$ cat config.mk
export PLATFORM = sky130hd
export DESIGN_NAME = tlul_sram_adapter
export DESIGN_NICKNAME = d
export VERILOG_FILES = /design/src/rtl/tlul_pkg.sv /design/src/rtl/tlul_sram_adapter_pkg.sv /design/src/rtl/tlul_sync_fifo.sv /design/src/rtl/tlul_sram_adapter.sv
export SDC_FILE = /design/constraint.sdc
export NUM_CORES = 1
export LEC_CHECK = 0
export ABC_AREA = 1
export BUFFER_PORTS_ARGS = -buffer_cell sky130_fd_sc_hd__buf_2
export CORE_ASPECT_RATIO = 1.25
export CORE_MARGIN = 2
export CORE_UTILIZATION = 37
export DETAILED_ROUTE_END_ITERATION = 16
export PLACE_DENSITY = 0.76
export RECOVER_POWER = 25
export SYNTH_ARGS = -nofsm -noshare
export SYNTH_HDL_FRONTEND = slang
export SYNTH_SLANG_ARGS = --single-unit
export TNS_END_PERCENT = 20
$ cat constraint.sdc
create_clock -name clk_i -period 1.5 [get_ports clk_i]
set_input_delay 0 -clock clk_i [delete_from_list [all_inputs] [get_ports clk_i]]
set_output_delay 0 -clock clk_i [all_outputs]
set_load 0.005 [all_outputs]
$ cat src/rtl/tlul_pkg.sv
// Shared TL-UL channel types and widths used by bus-attached peripherals.
package tlul_pkg;

  localparam int unsigned TL_AW  = 32;
  localparam int unsigned TL_DW  = 32;
  localparam int unsigned TL_SZW = 2;
  localparam int unsigned TL_AIW = 8;
  localparam int unsigned TL_DIW = 1;
  localparam int unsigned TL_DUW = 4;

  typedef enum logic [2:0] {
    PutFullData    = 3'h0,
    PutPartialData = 3'h1,
    Get            = 3'h4
  } tl_a_op_e;

  typedef enum logic [2:0] {
    AccessAck     = 3'h0,
    AccessAckData = 3'h1
  } tl_d_op_e;

  typedef struct packed {
    logic                  a_valid;
    tl_a_op_e              a_opcode;
    logic [2:0]            a_param;
    logic [TL_SZW-1:0]     a_size;
    logic [TL_AIW-1:0]     a_source;
    logic [TL_AW-1:0]      a_address;
    logic [TL_DW/8-1:0]    a_mask;
    logic [TL_DW-1:0]      a_data;
    logic                  d_ready;
  } tl_h2d_t;

  typedef struct packed {
    logic                  d_valid;
    tl_d_op_e              d_opcode;
    logic [2:0]            d_param;
    logic [TL_SZW-1:0]     d_size;
    logic [TL_AIW-1:0]     d_source;
    logic [TL_DIW-1:0]     d_sink;
    logic [TL_DW-1:0]      d_data;
    logic [TL_DUW-1:0]     d_user;
    logic                  d_error;
    logic                  a_ready;
  } tl_d2h_t;

endpackage

$ cat src/rtl/tlul_sram_adapter_pkg.sv
// FIFO entry layouts and A-channel legality check for the TL-UL to SRAM adapter.
package tlul_sram_adapter_pkg;
  import tlul_pkg::*;

  typedef struct packed {
    tl_a_op_e          opcode;
    logic [TL_SZW-1:0] size;
    logic [TL_AIW-1:0] source;
    logic              err;
  } req_entry_t;

  typedef struct packed {
    logic [TL_DW-1:0] data;
    logic             err;
  } rsp_entry_t;

  // Byte lanes covered by an access of the given size at the given byte offset.
  function automatic logic [3:0] addr_bytes(input logic [1:0] size, input logic [1:0] offs);
    logic [3:0] be;
    case (size)
      2'd0:    be = 4'b0001 << offs;
      2'd1:    be = offs[1] ? 4'b1100 : 4'b0011;
      default: be = 4'b1111;
    endcase
    return be;
  endfunction

  function automatic logic a_req_err(input tl_h2d_t tl);
    logic [3:0] be;
    logic       bad_op, bad_size, misalign, bad_full, stray;
    be       = addr_bytes(tl.a_size, tl.a_address[1:0]);
    bad_op   = !(tl.a_opcode inside {PutFullData, PutPartialData, Get});
    bad_size = (tl.a_size == 2'd3);
    misalign = ((tl.a_size == 2'd1) && tl.a_address[0]) ||
               ((tl.a_size == 2'd2) && (tl.a_address[1:0] != 2'b00));
    bad_full = (tl.a_opcode == PutFullData) && ((tl.a_mask & be) != be);
    stray    = ((tl.a_mask & ~be) != 4'b0000);
    return bad_op | bad_size | misalign | bad_full | stray;
  endfunction

endpackage

$ cat src/rtl/tlul_sync_fifo.sv
// Synchronous FIFO with optional fall-through (write data visible at the output in the same cycle).
module tlul_sync_fifo #(
  parameter int unsigned Width       = 8,
  parameter int unsigned Depth       = 1,
  parameter bit          FallThrough = 1'b0
) (
  input  logic             clk_i,
  input  logic             rst_ni,
  input  logic             wvalid_i,
  output logic             wready_o,
  input  logic [Width-1:0] wdata_i,
  output logic             rvalid_o,
  input  logic             rready_i,
  output logic [Width-1:0] rdata_o
);

  localparam int unsigned PtrW = (Depth > 1) ? $clog2(Depth) : 1;
  localparam int unsigned CntW = $clog2(Depth + 1);

  // Entries at or above Depth are never written and stay at their reset value.
  logic [Width-1:0] mem_q [2**PtrW];
  logic [Width-1:0] mem_d [2**PtrW];
  logic [PtrW-1:0]  wptr_q, wptr_d, rptr_q, rptr_d;
  logic [CntW-1:0]  cnt_q, cnt_d;
  logic             empty, full, push, pop, bypass, do_push, do_pop;

  function automatic logic [PtrW-1:0] ptr_inc(input logic [PtrW-1:0] p);
    return (p == PtrW'(Depth - 1)) ? '0 : p + PtrW'(1);
  endfunction

  assign empty    = (cnt_q == '0);
  assign full     = (cnt_q == CntW'(Depth));
  assign rvalid_o = !empty || (FallThrough && wvalid_i);
  assign rdata_o  = (FallThrough && empty) ? wdata_i : mem_q[rptr_q];
  assign wready_o = !full || rready_i;
  assign push     = wvalid_i && wready_o;
  assign pop      = rvalid_o && rready_i;
  assign bypass   = FallThrough && empty && pop;
  assign do_push  = push && !bypass;
  assign do_pop   = pop && !bypass;

  always_comb begin
    mem_d  = mem_q;
    wptr_d = wptr_q;
    rptr_d = rptr_q;
    if (do_push) begin
      mem_d[wptr_q] = wdata_i;
      wptr_d        = ptr_inc(wptr_q);
    end
    if (do_pop) begin
      rptr_d = ptr_inc(rptr_q);
    end
    cnt_d = cnt_q + CntW'(do_push) - CntW'(do_pop);
  end

  always_ff @(posedge clk_i or negedge rst_ni) begin
    if (!rst_ni) begin
      mem_q  <= '{default: '0};
      wptr_q <= '0;
      rptr_q <= '0;
      cnt_q  <= '0;
    end else begin
      mem_q  <= mem_d;
      wptr_q <= wptr_d;
      rptr_q <= rptr_d;
      cnt_q  <= cnt_d;
    end
  end

endmodule

$ cat src/rtl/tlul_sram_adapter.sv
// TL-UL device port to single-port SRAM request interface; in-order responses, Outstanding deep.
module tlul_sram_adapter
  import tlul_pkg::*;
  import tlul_sram_adapter_pkg::*;
#(
  parameter int unsigned SramAw      = 12,
  parameter int unsigned SramDw      = 32,
  parameter int unsigned Outstanding = 1
) (
  input  logic              clk_i,
  input  logic              rst_ni,
  input  tl_h2d_t           tl_i,
  output tl_d2h_t           tl_o,
  output logic              req_o,
  input  logic              gnt_i,
  output logic              we_o,
  output logic [SramAw-1:0] addr_o,
  output logic [SramDw-1:0] wdata_o,
  output logic [SramDw-1:0] wmask_o,
  input  logic [SramDw-1:0] rdata_i,
  input  logic              rvalid_i,
  input  logic [1:0]        rerror_i
);

  localparam int unsigned PendW = $clog2(Outstanding + 1);

  logic             a_err, a_ready, a_hs;
  req_entry_t       req_wdata, req_rdata;
  logic             req_wready, req_rvalid, req_pop;
  rsp_entry_t       rsp_wdata, rsp_rdata;
  logic             rsp_push, rsp_rvalid, rsp_pop;
  logic             head_rd, d_valid;
  logic [PendW-1:0] pend_q, pend_d;
  logic             unused_rsp_wready, unused_bits;

  assign a_err   = a_req_err(tl_i);
  assign req_o   = tl_i.a_valid && !a_err && req_wready;
  assign a_ready = req_wready && (a_err || gnt_i);
  assign a_hs    = tl_i.a_valid && a_ready;

  assign we_o    = (tl_i.a_opcode != Get);
  assign addr_o  = tl_i.a_address[SramAw+1:2];
  assign wdata_o = tl_i.a_data;
  always_comb begin
    wmask_o = '0;
    for (int i = 0; i < TL_DW / 8; i++) begin
      wmask_o[8*i +: 8] = {8{tl_i.a_mask[i]}};
    end
  end

  assign req_wdata = '{opcode: tl_i.a_opcode, size: tl_i.a_size,
                       source: tl_i.a_source, err: a_err};

  tlul_sync_fifo #(
    .Width       ($bits(req_entry_t)),
    .Depth       (Outstanding),
    .FallThrough (1'b0)
  ) u_req_fifo (
    .clk_i    (clk_i),
    .rst_ni   (rst_ni),
    .wvalid_i (a_hs),
    .wready_o (req_wready),
    .wdata_i  (req_wdata),
    .rvalid_o (req_rvalid),
    .rready_i (req_pop),
    .rdata_o  (req_rdata)
  );

  // Only read data that belongs to a granted read is captured; stray strobes are dropped.
  assign rsp_push  = rvalid_i && (pend_q != '0);
  assign rsp_wdata = '{data: rdata_i, err: rerror_i[1]};

  tlul_sync_fifo #(
    .Width       ($bits(rsp_entry_t)),
    .Depth       (Outstanding),
    .FallThrough (1'b1)
  ) u_rsp_fifo (
    .clk_i    (clk_i),
    .rst_ni   (rst_ni),
    .wvalid_i (rsp_push),
    .wready_o (unused_rsp_wready),
    .wdata_i  (rsp_wdata),
    .rvalid_o (rsp_rvalid),
    .rready_i (rsp_pop),
    .rdata_o  (rsp_rdata)
  );

  always_comb begin
    pend_d = pend_q + PendW'(req_o && gnt_i && !we_o) - PendW'(rsp_push);
  end

  always_ff @(posedge clk_i or negedge rst_ni) begin
    if (!rst_ni) pend_q <= '0;
    else         pend_q <= pend_d;
  end

  assign head_rd = (req_rdata.opcode == Get) && !req_rdata.err;
  assign d_valid = req_rvalid && (!head_rd || rsp_rvalid);
  assign req_pop = d_valid && tl_i.d_ready;
  assign rsp_pop = req_pop && head_rd;

  always_comb begin
    tl_o          = '0;
    tl_o.d_valid  = d_valid;
    tl_o.d_opcode = (req_rdata.opcode == Get) ? AccessAckData : AccessAck;
    tl_o.d_size   = req_rdata.size;
    tl_o.d_source = req_rdata.source;
    tl_o.d_data   = head_rd ? rsp_rdata.data : '0;
    tl_o.d_error  = req_rdata.err || (head_rd && rsp_rdata.err);
    tl_o.a_ready  = a_ready;
  end

  assign unused_bits = ^{tl_i.a_param, tl_i.a_address[TL_AW-1:SramAw+2], rerror_i[0]};

endmodule

==> tab_implementation.tex <==
\begin{tabular}{lr}
\hline
Metric & Value \\
\hline
\multicolumn{2}{l}{\textbf{Floorplanning}} \\
\quad Die area & between 10000 and 15000 um2 \\
\quad Die Span Y & between 100 and 150 um \\
\quad Horizontal extent of the die & 91.4 um \\
\quad Count of boundary I/O pins & $\sim$260 \\
\quad Initial Utilization & a little under two fifths \\
\quad Placement Rows & 39 \\
\quad Core box area & between 9000 and 10000 um2 \\
\multicolumn{2}{l}{\textbf{STA}} \\
\quad Final critical delay including setup and external delays & about 1600 ps \\
\quad Worst Hold Slack & approximately 0.0014 ps \\
\quad RSZ-0062 raised after global routing & yes \\
\quad Clock skew & 5.81 ps \\
\quad Setup-violating endpoint count in the final report & 57 \\
\quad Max Transition Viols Final & 0 \\
\quad Crit path setup slack, layout & -91.4 ps \\
\quad Final hold violations & 0 \\
\quad Max Fclk & 628 MHz \\
\quad Final clock period utilization by the worst path & 106\% \\
\multicolumn{2}{l}{\textbf{Critical path}} \\
\quad Required arrival time at the worst endpoint & roughly 1700 ps \\
\quad Critical-path top delay cell & sky130\_fd\_sc\_hd\_\_dfrtp\_1 \\
\quad Critical Path End Type & flop \\
\quad Peak fanout along the critical path & 37 \\
\quad Category of the worst setup path launch point & flop \\
\quad Logic depth of the worst register-to-register path & 9 \\
\quad FF-to-FF setup slack & -90 ps \\
\quad Critical path cell sequence & inv\_2, nand2\_4, nor3\_4, nand4\_2, buf\_4, o21ai\_4, buf\_12, nand2\_1, o21ai\_1 \\
\quad Worst Path Arrival & between 1500 and 2000 ps \\
\quad Reg-to-Reg Start & u\_req\_fifo.mem\_q[26] \\
\quad Kind of critical path & flop to flop \\
\quad Critical Path Max Stage Delay & a little under 400 ps \\
\quad Reg2Reg Capture Point & u\_rsp\_fifo.mem\_q[62] \\
\multicolumn{2}{l}{\textbf{Global route}} \\
\quad Fraction of met2 tracks used by global routing & between 20\% and 30\% \\
\quad Wire length of the first global-routing pass & between 10000 and 15000 um \\
\quad Via count of the first global-routing pass & around 3100 \\
\quad Met3 Track Usage GR & under 10\% \\
\quad Maximum number of pins on one net before global-route repair & 65 \\
\quad Busiest layer in global routing & met2 \\
\quad GRT Overall Usage & between 15 and 20\% \\
\quad Overflow left after global routing & 0 \\
\quad Antenna violations before repair & 0 \\
\quad Met1 demand-to-capacity share in global routing & 19.1\% \\
\multicolumn{2}{l}{\textbf{Run}} \\
\quad Max-capacitance violation count & 0 \\
\multicolumn{2}{l}{\textbf{CTS}} \\
\quad Number of buffers created by CTS & 5 \\
\quad \# H-tree levels & 2 \\
\quad Cell at the root of the clock tree & sky130\_fd\_sc\_hd\_\_clkbuf\_16 \\
\quad CTS max path bufs & 2 \\
\quad CTS tree & built \\
\quad Total clock sinks & 50 \\
\quad Clk\_lat worst skew & 290 ps \\
\quad Post-CTS clock slew at the launch and capture registers of the worst setup and hold paths & about 70 ps \\
\multicolumn{2}{l}{\textbf{Route}} \\
\quad \# DRC & 0 \\
\quad Avg WL per Cell & between 10 and 15 um \\
\quad Vias & 3283 \\
\quad First-pass DRT Iterations & 5 \\
\quad Detailed Route Iter0 Violations & between 100 and 150 \\
\quad Number of vias per cell & between 4 and 5 \\
\quad Detail Route Antenna Nets & 0 \\
\quad Final routed wirelength across all metal layers & roughly 8800 um \\
\multicolumn{2}{l}{\textbf{Layout}} \\
\quad Utilization after layout & 49.5\% \\
\quad Growth of design area from synthesis to finish & 29.4\% \\
\quad Total Nets Final & between 700 and 800 \\
\quad Share of post-route cells with drive strength above 1 & between 30\% and 40\% \\
\quad Total of fill cells in the finished design & between 800 and 900 \\
\quad N\_diodes & 0 \\
\quad Post-Layout Cell Count & 727 \\
\quad Post-layout instance area & $\sim$4600 um2 \\
\multicolumn{2}{l}{\textbf{Synthesis}} \\
\quad Syn. warnings & 0 \\
\quad Number of flip-flops and latches in the synthesized netlist & 50 \\
\quad Basic-gate share of the synthesized area counting and, or, nand and nor cells & roughly 23\% \\
\quad Post-Synth XOR/XNOR Area & 0\% \\
\quad Synth Cell Area & approximately 3500 um2 \\
\quad Main combinational cell family by area after synthesis & buffers and inverters \\
\quad Post-Syn Instances & 498 \\
\quad Compound-cell area share of the yosys netlist & 11.3\% \\
\quad Synth Area per Inst & 7.09 um2 \\
\quad Post-Synth Adder-Cell Area & 0\% \\
\quad Distinct cells, synth & 26 \\
\quad Fraction of synthesized area in multiplexers & 0\% \\
\quad Sequential share of the synthesized area & between 30\% and 40\% \\
\multicolumn{2}{l}{\textbf{Place}} \\
\quad DP Area & about 3800 um2 \\
\quad Hpwl dp & 5980 um \\
\quad Global placement routability congestion & between 0.7 and 0.8 \\
\quad Buffers on Ports & around 140 \\
\quad Placed cells & around 670 \\
\multicolumn{2}{l}{\textbf{Status}} \\
\quad Result of the run & complete, but fails checks \\
\quad Failing checks & negative setup slack \\
\multicolumn{2}{l}{\textbf{Pwr}} \\
\quad Proportion of total power due to net switching & 31.0\% \\
\quad Static Leak & 2.55 nW \\
\quad Internal power & slightly below 3 mW \\
\quad Switching power & 1.32 mW \\
\quad Clock share of power & 29.6\% \\
\quad Power share of the sequential group & between 30\% and 40\% \\
\quad Power share of the combinational group & between 30\% and 40\% \\
\quad Power Density & $\sim$930 nW/um2 \\
\quad Highest ir drop seen on vdd & approximately 400 uV \\
\quad Total Power & around 4.3 mW \\
\multicolumn{2}{l}{\textbf{Min path}} \\
\quad Worst hold path startpoint & tl\_i[44] \\
\quad Hold path depth & 0 \\
\quad Min-Delay Endpoint & addr\_o[5] \\
\quad Hold WC Path Type & primary input to primary output \\
\hline
\end{tabular}
-- placed cells by master, fill, tap and decap left out --
| cell type | Yosys | layout |
|---|---|---|
| sky130_fd_sc_hd__a21oi_4 | 0 | 1 |
| sky130_fd_sc_hd__o21ai_1 | 29 | 29 |
| sky130_fd_sc_hd__inv_1 | 54 | 48 |
| sky130_fd_sc_hd__buf_16 | 0 | 1 |
| sky130_fd_sc_hd__nor2_1 | 72 | 62 |
| sky130_fd_sc_hd__clkbuf_16 | 0 | 5 |
| sky130_fd_sc_hd__buf_12 | 0 | 4 |
| sky130_fd_sc_hd__buf_4 | 98 | 17 |
| sky130_fd_sc_hd__nor2_4 | 1 | 2 |
| sky130_fd_sc_hd__a21oi_1 | 35 | 35 |
| sky130_fd_sc_hd__inv_4 | 0 | 2 |
| sky130_fd_sc_hd__buf_2 | 3 | 136 |
| sky130_fd_sc_hd__bufinv_16 | 0 | 1 |
| sky130_fd_sc_hd__nand2_2 | 1 | 3 |
| sky130_fd_sc_hd__clkbuf_1 | 5 | 2 |
| sky130_fd_sc_hd__o21ai_0 | 5 | 5 |
| sky130_fd_sc_hd__o21ai_2 | 5 | 4 |
| sky130_fd_sc_hd__nand2_4 | 0 | 6 |
| sky130_fd_sc_hd__nor3_4 | 1 | 2 |
| sky130_fd_sc_hd__nand2_8 | 0 | 1 |
| sky130_fd_sc_hd__nor2_2 | 1 | 10 |
| sky130_fd_sc_hd__nor3_1 | 2 | 1 |
| sky130_fd_sc_hd__nand2_1 | 96 | 88 |
| sky130_fd_sc_hd__dfrtp_1 | 50 | 49 |
| sky130_fd_sc_hd__nand4_1 | 2 | 2 |
| sky130_fd_sc_hd__inv_2 | 3 | 7 |
| sky130_fd_sc_hd__dlygate4sd3_1 | 0 | 42 |
| sky130_fd_sc_hd__dfrtp_2 | 0 | 1 |
| sky130_fd_sc_hd__o21ai_4 | 0 | 1 |
| sky130_fd_sc_hd__buf_6 | 5 | 6 |
| sky130_fd_sc_hd__nand3_2 | 1 | 2 |
| sky130_fd_sc_hd__nand4_2 | 1 | 1 |
| sky130_fd_sc_hd__conb_1 | 1 | 10 |
| sky130_fd_sc_hd__nand3_1 | 19 | 18 |
-- power groups by stage --
stage / Combinational [mW] / Sequential (mW) / Clock, mW
floorplan: 0.903 / 1.62 / 0
global placement: 1.09 / 1.63 / 0
detailed placement: 1.13 / 1.63 / 0
CTS: 1.28 / 1.61 / 1.30
global route: 1.56 / 1.64 / 1.35
finish: 1.38 / 1.62 / 1.26
-- how the worst max path moves through the flow --
stage / start / endpoint / slack (ps) / cells past startpoint
2_1_floorplan: u_req_fifo.mem_q[26] / u_rsp_fifo.mem_q[45] / 3 / 10
3_3_place_gp: u_req_fifo.mem_q[26] / u_req_fifo.mem_q[26] / -20 / 9
3_5_place_dp: u_req_fifo.mem_q[26] / u_req_fifo.mem_q[26] / -90 / 9
4_1_cts: u_req_fifo.mem_q[26] / tl_o[0] / -100 / 10
5_1_grt: u_req_fifo.mem_q[26] / u_rsp_fifo.mem_q[52] / -230 / 9
6_report: u_req_fifo.mem_q[26] / u_rsp_fifo.mem_q[62] / -90 / 9
-- metrics by stage --
step	worst slack [ps]	setup TNS, ps
6_report	-91.4	-2670
5_1_grt	-226	-10950
4_1_cts	-104	-2340
3_5_place_dp	-93.0	-3390
3_3_place_gp	-22.4	-366
2_1_floorplan	2.87	0
-- area by class of cell --
class,count,area (um2),share of cell area [%]
clock inverters,1,30.0,0.657
well taps,123,154,3.37
repair buffers,206,1400,30.7
inverters,57,219,4.79
clock buffers,7,133,2.90
multi-input cells,283,1380,30.1
flip-flops and latches,50,1250,27.4
-- repair_timing --
action	in CTS	in global routing
resized for setup	20	28
buffers inserted	5	4
pin swaps	4	8
setup endpoints to repair	83	84
cloned	0	1
hold endpoints to repair	55	1
hold buffers	41	1
-- synthesized netlist by cell type --
master / instances / area (um2)
sky130_fd_sc_hd__nand2_2: 1 / 6.26
sky130_fd_sc_hd__nor2_4: 1 / 11.3
sky130_fd_sc_hd__a21oi_2: 1 / 8.76
sky130_fd_sc_hd__buf_2: 3 / 15.0
sky130_fd_sc_hd__nor2_1: 72 / 270
sky130_fd_sc_hd__conb_1: 1 / 3.75
sky130_fd_sc_hd__inv_1: 54 / 203
sky130_fd_sc_hd__buf_6: 5 / 56.3
sky130_fd_sc_hd__nor3_1: 2 / 10.0
sky130_fd_sc_hd__nand2_1: 96 / 360
sky130_fd_sc_hd__clkbuf_1: 5 / 18.8
sky130_fd_sc_hd__nor2_2: 1 / 6.26
sky130_fd_sc_hd__buf_4: 98 / 736
sky130_fd_sc_hd__nand3_2: 1 / 10.0
sky130_fd_sc_hd__nand4_1: 2 / 12.5
sky130_fd_sc_hd__o21ai_1: 29 / 145
sky130_fd_sc_hd__nor3_4: 1 / 16.3
sky130_fd_sc_hd__nand4_2: 1 / 12.5
sky130_fd_sc_hd__o21ai_2: 5 / 43.8
sky130_fd_sc_hd__o21ai_0: 5 / 25.0
sky130_fd_sc_hd__nand3_1: 19 / 95.1
sky130_fd_sc_hd__clkbuf_2: 1 / 5.00
sky130_fd_sc_hd__buf_1: 6 / 22.5
sky130_fd_sc_hd__dfrtp_1: 50 / 1250
sky130_fd_sc_hd__a21oi_1: 35 / 175
sky130_fd_sc_hd__inv_2: 3 / 11.3
-- logic make-up (layout without fill, tap and decap cells) --
logic type	after synthesis	count (layout)
simple gates	197	198
buf+inv	175	271
compound gates	75	75
flops	50	50
other cells	1	10
-- per-layer routing --
| metal | part of all wire (%) | vias to the layer above |
|---|---|---|
| met2 | 49 | 146 |
| met3 | 6.4 | 23 |
| met5 | 0 | - |
| li1 | - | 1640 |
| met4 | 2.2 | 0 |
| met1 | 43 | 1474 |
-- critical path, delay by kind of cell, from the launching register on --
family | cells | cell delay (ps)
AOI/OAI and AO/OA | 2 | 280
buffers and inverters | 3 | 460
DFF | 1 | 390
and+or+nand+nor | 4 | 370
-- registers in the layout (all words and copies together) (netlist names) --
name / count
pend_q: 1
u_req_fifo.rvalid_o: 1
u_req_fifo.mem_q: 14
u_rsp_fifo.cnt_q: 1
u_rsp_fifo.mem_q: 33
Note: power is estimated with default switching activity, not from simulation.
